$ cat src/rtl/linebuf_pkg.sv
// Shared definitions for the double-buffered sprite line buffer.
// Used by the scanout engine and by the sprite writer on the other bank.
package linebuf_pkg;

    typedef enum logic [1:0] {
        IDLE = 2'd0,
        SCAN = 2'd1,
        CAPT = 2'd2
    } state_t;

    localparam int BANK_W     = 1;
    localparam int COL_W_DEF  = 8;
    localparam int DATA_W_DEF = 8;
    localparam int ADDR_W_DEF = BANK_W + COL_W_DEF;

    localparam logic [DATA_W_DEF-1:0] CLEAR_VAL_DEF = '0;

endpackage

$ cat src/rtl/linebuf_scanout_if.sv
// Port B of the line buffer RAM: registered read, one-clock latency.
// The master drives address and control, the RAM returns ram_q.
interface linebuf_scanout_if
    import linebuf_pkg::*;
#(
    parameter int COL_W  = COL_W_DEF,
    parameter int DATA_W = DATA_W_DEF
);

    logic              ram_en;
    logic              ram_wr;
    logic [COL_W:0]    ram_addr;
    logic [DATA_W-1:0] ram_wdata;
    logic [DATA_W-1:0] ram_q;

    modport master (
        output ram_en,
        output ram_wr,
        output ram_addr,
        output ram_wdata,
        input  ram_q
    );

    modport slave (
        input  ram_en,
        input  ram_wr,
        input  ram_addr,
        input  ram_wdata,
        output ram_q
    );

endinterface

$ cat src/rtl/linebuf_scanout.sv
// Scans the display bank one pixel per ce_pix and erases each
// location behind the read, so the bank is empty when it flips.
module linebuf_scanout
    import linebuf_pkg::*;
#(
    parameter int                COL_W     = COL_W_DEF,
    parameter int                DATA_W    = DATA_W_DEF,
    parameter int                LINE_LEN  = 256,
    parameter logic [DATA_W-1:0] CLEAR_VAL = DATA_W'(CLEAR_VAL_DEF)
) (
    input  logic               clock,
    input  logic               reset,
    input  logic               ce_pix,
    input  logic               line_start,
    linebuf_scanout_if.master  ram,
    output logic [DATA_W-1:0]  pix_out,
    output logic               pix_valid,
    output logic               wr_bank,
    output logic               busy,
    output logic               overrun
);

    localparam logic [COL_W-1:0] LAST_COL = COL_W'(LINE_LEN - 1);

    state_t           state;
    logic             bank;
    logic [COL_W-1:0] col;
    logic             rd_go;
    logic             clr_go;

    // line_start wins over a coincident ce_pix, so no read is issued
    assign rd_go  = (state == SCAN) && ce_pix && !line_start && !reset;
    assign clr_go = (state == CAPT) && !reset;

    assign ram.ram_en    = rd_go || clr_go;
    assign ram.ram_wr    = clr_go;
    assign ram.ram_addr  = {bank, col};
    assign ram.ram_wdata = CLEAR_VAL;

    assign wr_bank = ~bank;
    assign busy    = (state != IDLE);

    always_ff @(posedge clock) begin
        if (reset) begin
            state     <= IDLE;
            bank      <= 1'b0;
            col       <= '0;
            pix_out   <= '0;
            pix_valid <= 1'b0;
            overrun   <= 1'b0;
        end else begin
            pix_valid <= 1'b0;
            unique case (state)
                SCAN: begin
                    if (ce_pix) begin
                        state <= CAPT;
                    end
                end
                CAPT: begin
                    pix_out   <= ram.ram_q;
                    pix_valid <= 1'b1;
                    if (ce_pix) begin
                        overrun <= 1'b1;
                    end
                    if (col == LAST_COL) begin
                        col   <= '0;
                        state <= IDLE;
                    end else begin
                        col   <= col + 1'b1;
                        state <= SCAN;
                    end
                end
                default: begin
                    state <= IDLE;
                end
            endcase
            // capture and clear-write above still complete in CAPT
            if (line_start) begin
                bank  <= ~bank;
                col   <= '0;
                state <= SCAN;
            end
        end
    end

endmodule

$ cat src/flat_wrapper.sv
// flat-port wrapper written by rule: the top's interface ports become plain ports
module linebuf_scanout_flat import linebuf_pkg::*;
#(
    parameter int                COL_W     = COL_W_DEF,
    parameter int                DATA_W    = DATA_W_DEF,
    parameter int                LINE_LEN  = 256,
    parameter logic [DATA_W-1:0] CLEAR_VAL = DATA_W'(CLEAR_VAL_DEF)
)
  (clock, reset, ce_pix, line_start, pix_out, pix_valid, wr_bank, busy, overrun, ram_ram_en, ram_ram_wr, ram_ram_addr, ram_ram_wdata, ram_ram_q);
  linebuf_scanout_if #(.COL_W(COL_W), .DATA_W(DATA_W)) ram_i ();
  input  logic clock;
  input  logic reset;
  input  logic ce_pix;
  input  logic line_start;
  output logic [DATA_W-1:0] pix_out;
  output logic pix_valid;
  output logic wr_bank;
  output logic busy;
  output logic overrun;
  output wire logic [$bits(ram_i.ram_en)-1:0] ram_ram_en;
  output wire logic [$bits(ram_i.ram_wr)-1:0] ram_ram_wr;
  output wire logic [$bits(ram_i.ram_addr)-1:0] ram_ram_addr;
  output wire logic [$bits(ram_i.ram_wdata)-1:0] ram_ram_wdata;
  input wire logic [$bits(ram_i.ram_q)-1:0] ram_ram_q;
  assign ram_ram_en = ram_i.ram_en;
  assign ram_ram_wr = ram_i.ram_wr;
  assign ram_ram_addr = ram_i.ram_addr;
  assign ram_ram_wdata = ram_i.ram_wdata;
  assign ram_i.ram_q = ram_ram_q;
  linebuf_scanout #(.COL_W(COL_W), .DATA_W(DATA_W), .LINE_LEN(LINE_LEN), .CLEAR_VAL(CLEAR_VAL)) u_core (.clock(clock), .reset(reset), .ce_pix(ce_pix), .line_start(line_start), .ram(ram_i), .pix_out(pix_out), .pix_valid(pix_valid), .wr_bank(wr_bank), .busy(busy), .overrun(overrun));
endmodule
$ cat config.mk
export PLATFORM = sky130hd
export DESIGN_NAME = linebuf_scanout_flat
export DESIGN_NICKNAME = d
export VERILOG_FILES = /design/src/rtl/linebuf_pkg.sv /design/src/rtl/linebuf_scanout_if.sv /design/src/rtl/linebuf_scanout.sv /design/src/flat_wrapper.sv
export SDC_FILE = /design/constraint.sdc
export NUM_CORES = 1
export LEC_CHECK = 0
export ABC_AREA = 1
export BUFFER_PORTS_ARGS = -buffer_cell sky130_fd_sc_hd__buf_2
export CAP_MARGIN = 20
export CORE_ASPECT_RATIO = 1.75
export CORE_MARGIN = 1.5
export CORE_UTILIZATION = 41
export DETAILED_ROUTE_END_ITERATION = 7
export MAX_ROUTING_LAYER = met4
export PLACE_DENSITY = 0.73
export SETUP_SLACK_MARGIN = 0.2
export SYNTH_ARGS = -nofsm -noshare
export SYNTH_HDL_FRONTEND = slang
export SYNTH_SLANG_ARGS = --single-unit
$ cat constraint.sdc
create_clock -name clock -period 1.18 [get_ports clock]
set_clock_uncertainty 0.2 [all_clocks]
set_input_delay 0.118 -clock clock [delete_from_list [all_inputs] [get_ports clock]]
set_output_delay 0.118 -clock clock [all_outputs]
set_load 0.02 [all_outputs]
==> impl_metrics.tcl <==
set metrics [dict create \
    crit_path_max_fanout 6 \
    cts_root_buf "clkbuf_8" \
    synthArstFlopShare_pct 0 \
    syn_to_final_growth_pct 94.7 \
    synth.avg_cell_area_sq_um 7.38 \
    worstHoldPathType "primary input to register" \
    rr_worst_depth 6 \
    ant_nets 0 \
    start_kind "register" \
    die_w_um 40.1 \
    numCtsBuffers 3 \
    holdPathStages 3 \
    min_to "u_core.overrun$_SDFFE_PP0P_" \
    yosys.cell_count.top_type "nand2_1" \
    clock_latency_ns 0.28 \
    final_area_sq_um 1920 \
    yosysTopAreaCell "dfxtp_1" \
    violations "negative hold slack, negative setup slack" \
    fmax_ghz 0.684 \
    n_fill_cell 129 \
    status "complete, but fails checks" \
    drt_pass1_iterations 4 \
    setup_ws_ns -0.282 \
    start_util_pct 43.5 \
    drive_gt1_share_pct 66.5 \
    synth-seq-cells 21 \
    drtIter0Drc 44 \
    clk_pin_slew_worst_paths_ns 0.08 \
    synth_edf_count 0 \
    grt_pass1_vias 1100 \
    rsz0062_at_grt "true" \
    cts_tree "done" \
    ys_top_cells_by_count "nand2_1 (35), dfxtp_1 (21), nor2_1 (17)" \
    hold_buffers 9 \
    dpl.hpwl_mm 1.79 \
    setup_viol 22 \
    wl_mm 4.17 \
    port_buffers 34 \
    worstSetupPathType "register to register" \
    wl_met2_mm 2.23 \
    r2r_slack_ns -0.28 \
    num_io_pins 43 \
    grt_pass1_wl_mm 4.67 \
    synth_top_cell_area_share_pct 42.5 \
    cap_violations 0 \
    grt_max_degree 13 \
    synthFlopType "dfxtp_1" \
    seq_area_sq_um 467 \
    end_kind "register" \
    core_sq_um 2270 \
    antennaDiodeCount 0 \
    multi_input_area_sq_um 617 \
    postLayoutCoreUtil_pct 84.6 \
    cp.arrival_ns 1.42 \
    ys_warn_count 0 \
    grt_use_total_pct 26.3 \
    place_area_sq_um 1260 \
    dr.max_layer_used "met4" \
    ys_seq_area_share_pct 42.5 \
    nets 223 \
    wl_met3_um 168 \
    fin_setup_tns_ns -3.29 \
    hold_start "ce_pix" \
    regToRegEndpoint "u_core.col[6]$_SDFFE_PP0P_" \
    timing.hold.ws_ns -0.0458 \
    via_count 1197 \
    leakagePower_uw 0.000823 \
    fin_crit_sh_pct 124 \
    wl_met1_mm 1.51 \
    crit-reg2reg-launch "u_core.state[1]$_SDFFE_PP0P_" \
    synth_cells 134 \
    wl_per_cell_um 17.8 \
    drc_errors 0 \
    num_rows 23 \
    grt_antenna_before_repair 0 \
    syn_area_sq_um 988 \
    synth_cell_types 23 \
    cts_buffer_depth 2 \
    power.density_nw_per_um2 768 \
    totalPowerFinal_uw 1480 \
    viasPerCell 5.12 \
    maxSlewViolCount 0 \
    cp.required_ns 1.14 \
    hold_viol 7 \
    final.min_clock_period_ns 1.46 \
    place_congestion 0.741 \
    die_area_sq_um 2730 \
    ir_drop_mv 0.965 \
    ys_top_cells_by_area "dfxtp_1 (43%), nand2_1 (13%), buf_4 (6.8%)" \
    htreeDepth 1 \
    die_height_um 68.0 \
    gr-total-overflow 0 \
    clock_sinks 21 \
]
what timing repair did:
action                                  in CTS  in global routing
endpoints found under the setup margin      42                 43
endpoints found under the hold margin       11                  3
gates cloned                                 0                  0
pin swaps                                    9                 12
gates resized for setup                     84                 35
buffers inserted                            10                 12
report_power, final:
part	switching (uW)	total (uW)	leakage, uW	internal [uW]
logic	137	251	0.000615	114
registers	13.2	717	0.000182	704
clock network	272	509	0.0000255	237
total	422	1480	0.000823	1050
state kept, by name (all words and copies together), names as in the netlist:
register,cells
u_core.bank,1
u_core.state,2
u_core.pix_out,8
u_core.overrun,1
u_core.pix_valid,1
u_core.col,8
layout by cell type, fill, tap and decap left out, drive strengths merged:
cell type	synthesis	layout
clkbuf	1	3
o22ai	1	1
xnor2	2	2
o21ai	4	4
nor2	19	19
a21o	1	1
conb	1	8
a31oi	1	1
nand3	6	6
inv	14	14
dfxtp	21	21
ha	1	1
a21oi	12	12
dlymetal6s4s	0	1
buf	11	67
nand2	37	37
nand4	2	2
clkinv	0	1
dlygate4sd3	0	8
per-layer routing:
layer	GRT usage (%)	vias up
met2	47.8	54
met3	3.57	21
met5	-	-
met1	24.0	573
met4	15.1	0
li1	-	549
stage by stage:
stage	hold WS (ns)	instances	worst slack [ns]
detailed placement	0.174	199	-0.0847
CTS	-0.0706	222	-0.224
finish	-0.0458	234	-0.282
global placement	0.167	199	-0.0340
global route	-0.0388	234	-0.315
floorplan	-0.0226	141	-0.0237
final cells by class:
cell class              instances  share of cell area [%]
clock buffers                   3                    2.15
clock inverters                 1                   0.260
inverters                      14                    3.12
multi-input cells              94                    32.1
flip-flops and latches         21                    24.3
well taps                      25                    1.63
repair buffers                 76                    36.5
worst max-delay path by stage:
stage | cells past startpoint | to | from
4_1_cts | 4 | ram_ram_en | u_core.state[0]$_SDFFE_PP0P_
3_3_place_gp | 5 | u_core.col[6]$_SDFFE_PP0P_ | u_core.state[1]$_SDFFE_PP0P_
2_1_floorplan | 5 | u_core.col[4]$_SDFFE_PP0P_ | u_core.col[0]$_SDFFE_PP0P_
5_1_grt | 6 | u_core.col[6]$_SDFFE_PP0P_ | u_core.state[1]$_SDFFE_PP0P_
3_5_place_dp | 5 | u_core.col[6]$_SDFFE_PP0P_ | u_core.state[1]$_SDFFE_PP0P_
6_report | 6 | u_core.col[6]$_SDFFE_PP0P_ | u_core.state[1]$_SDFFE_PP0P_
cell families (layout without fill, tap and decap cells):
logic type | after synthesis | count (layout) | share of synthesized area, %
compound gates | 19 | 19 | 10.6
buf+inv | 26 | 94 | 14.8
simple gates | 64 | 64 | 28.6
xor+xnor | 2 | 2 | 1.77
fa+ha+maj | 1 | 1 | 1.27
other cells | 1 | 8 | 0.379
flops | 21 | 21 | 42.5
critical path, stage by stage (launching register included):
cell and delay (ns):
dfxtp_4 0.41, inv_6 0.06, nor2_4 0.20, buf_4 0.16, nand3_2 0.10, o21ai_2 0.13, nor2_1 0.08
Power figures use the tool's default switching activity.
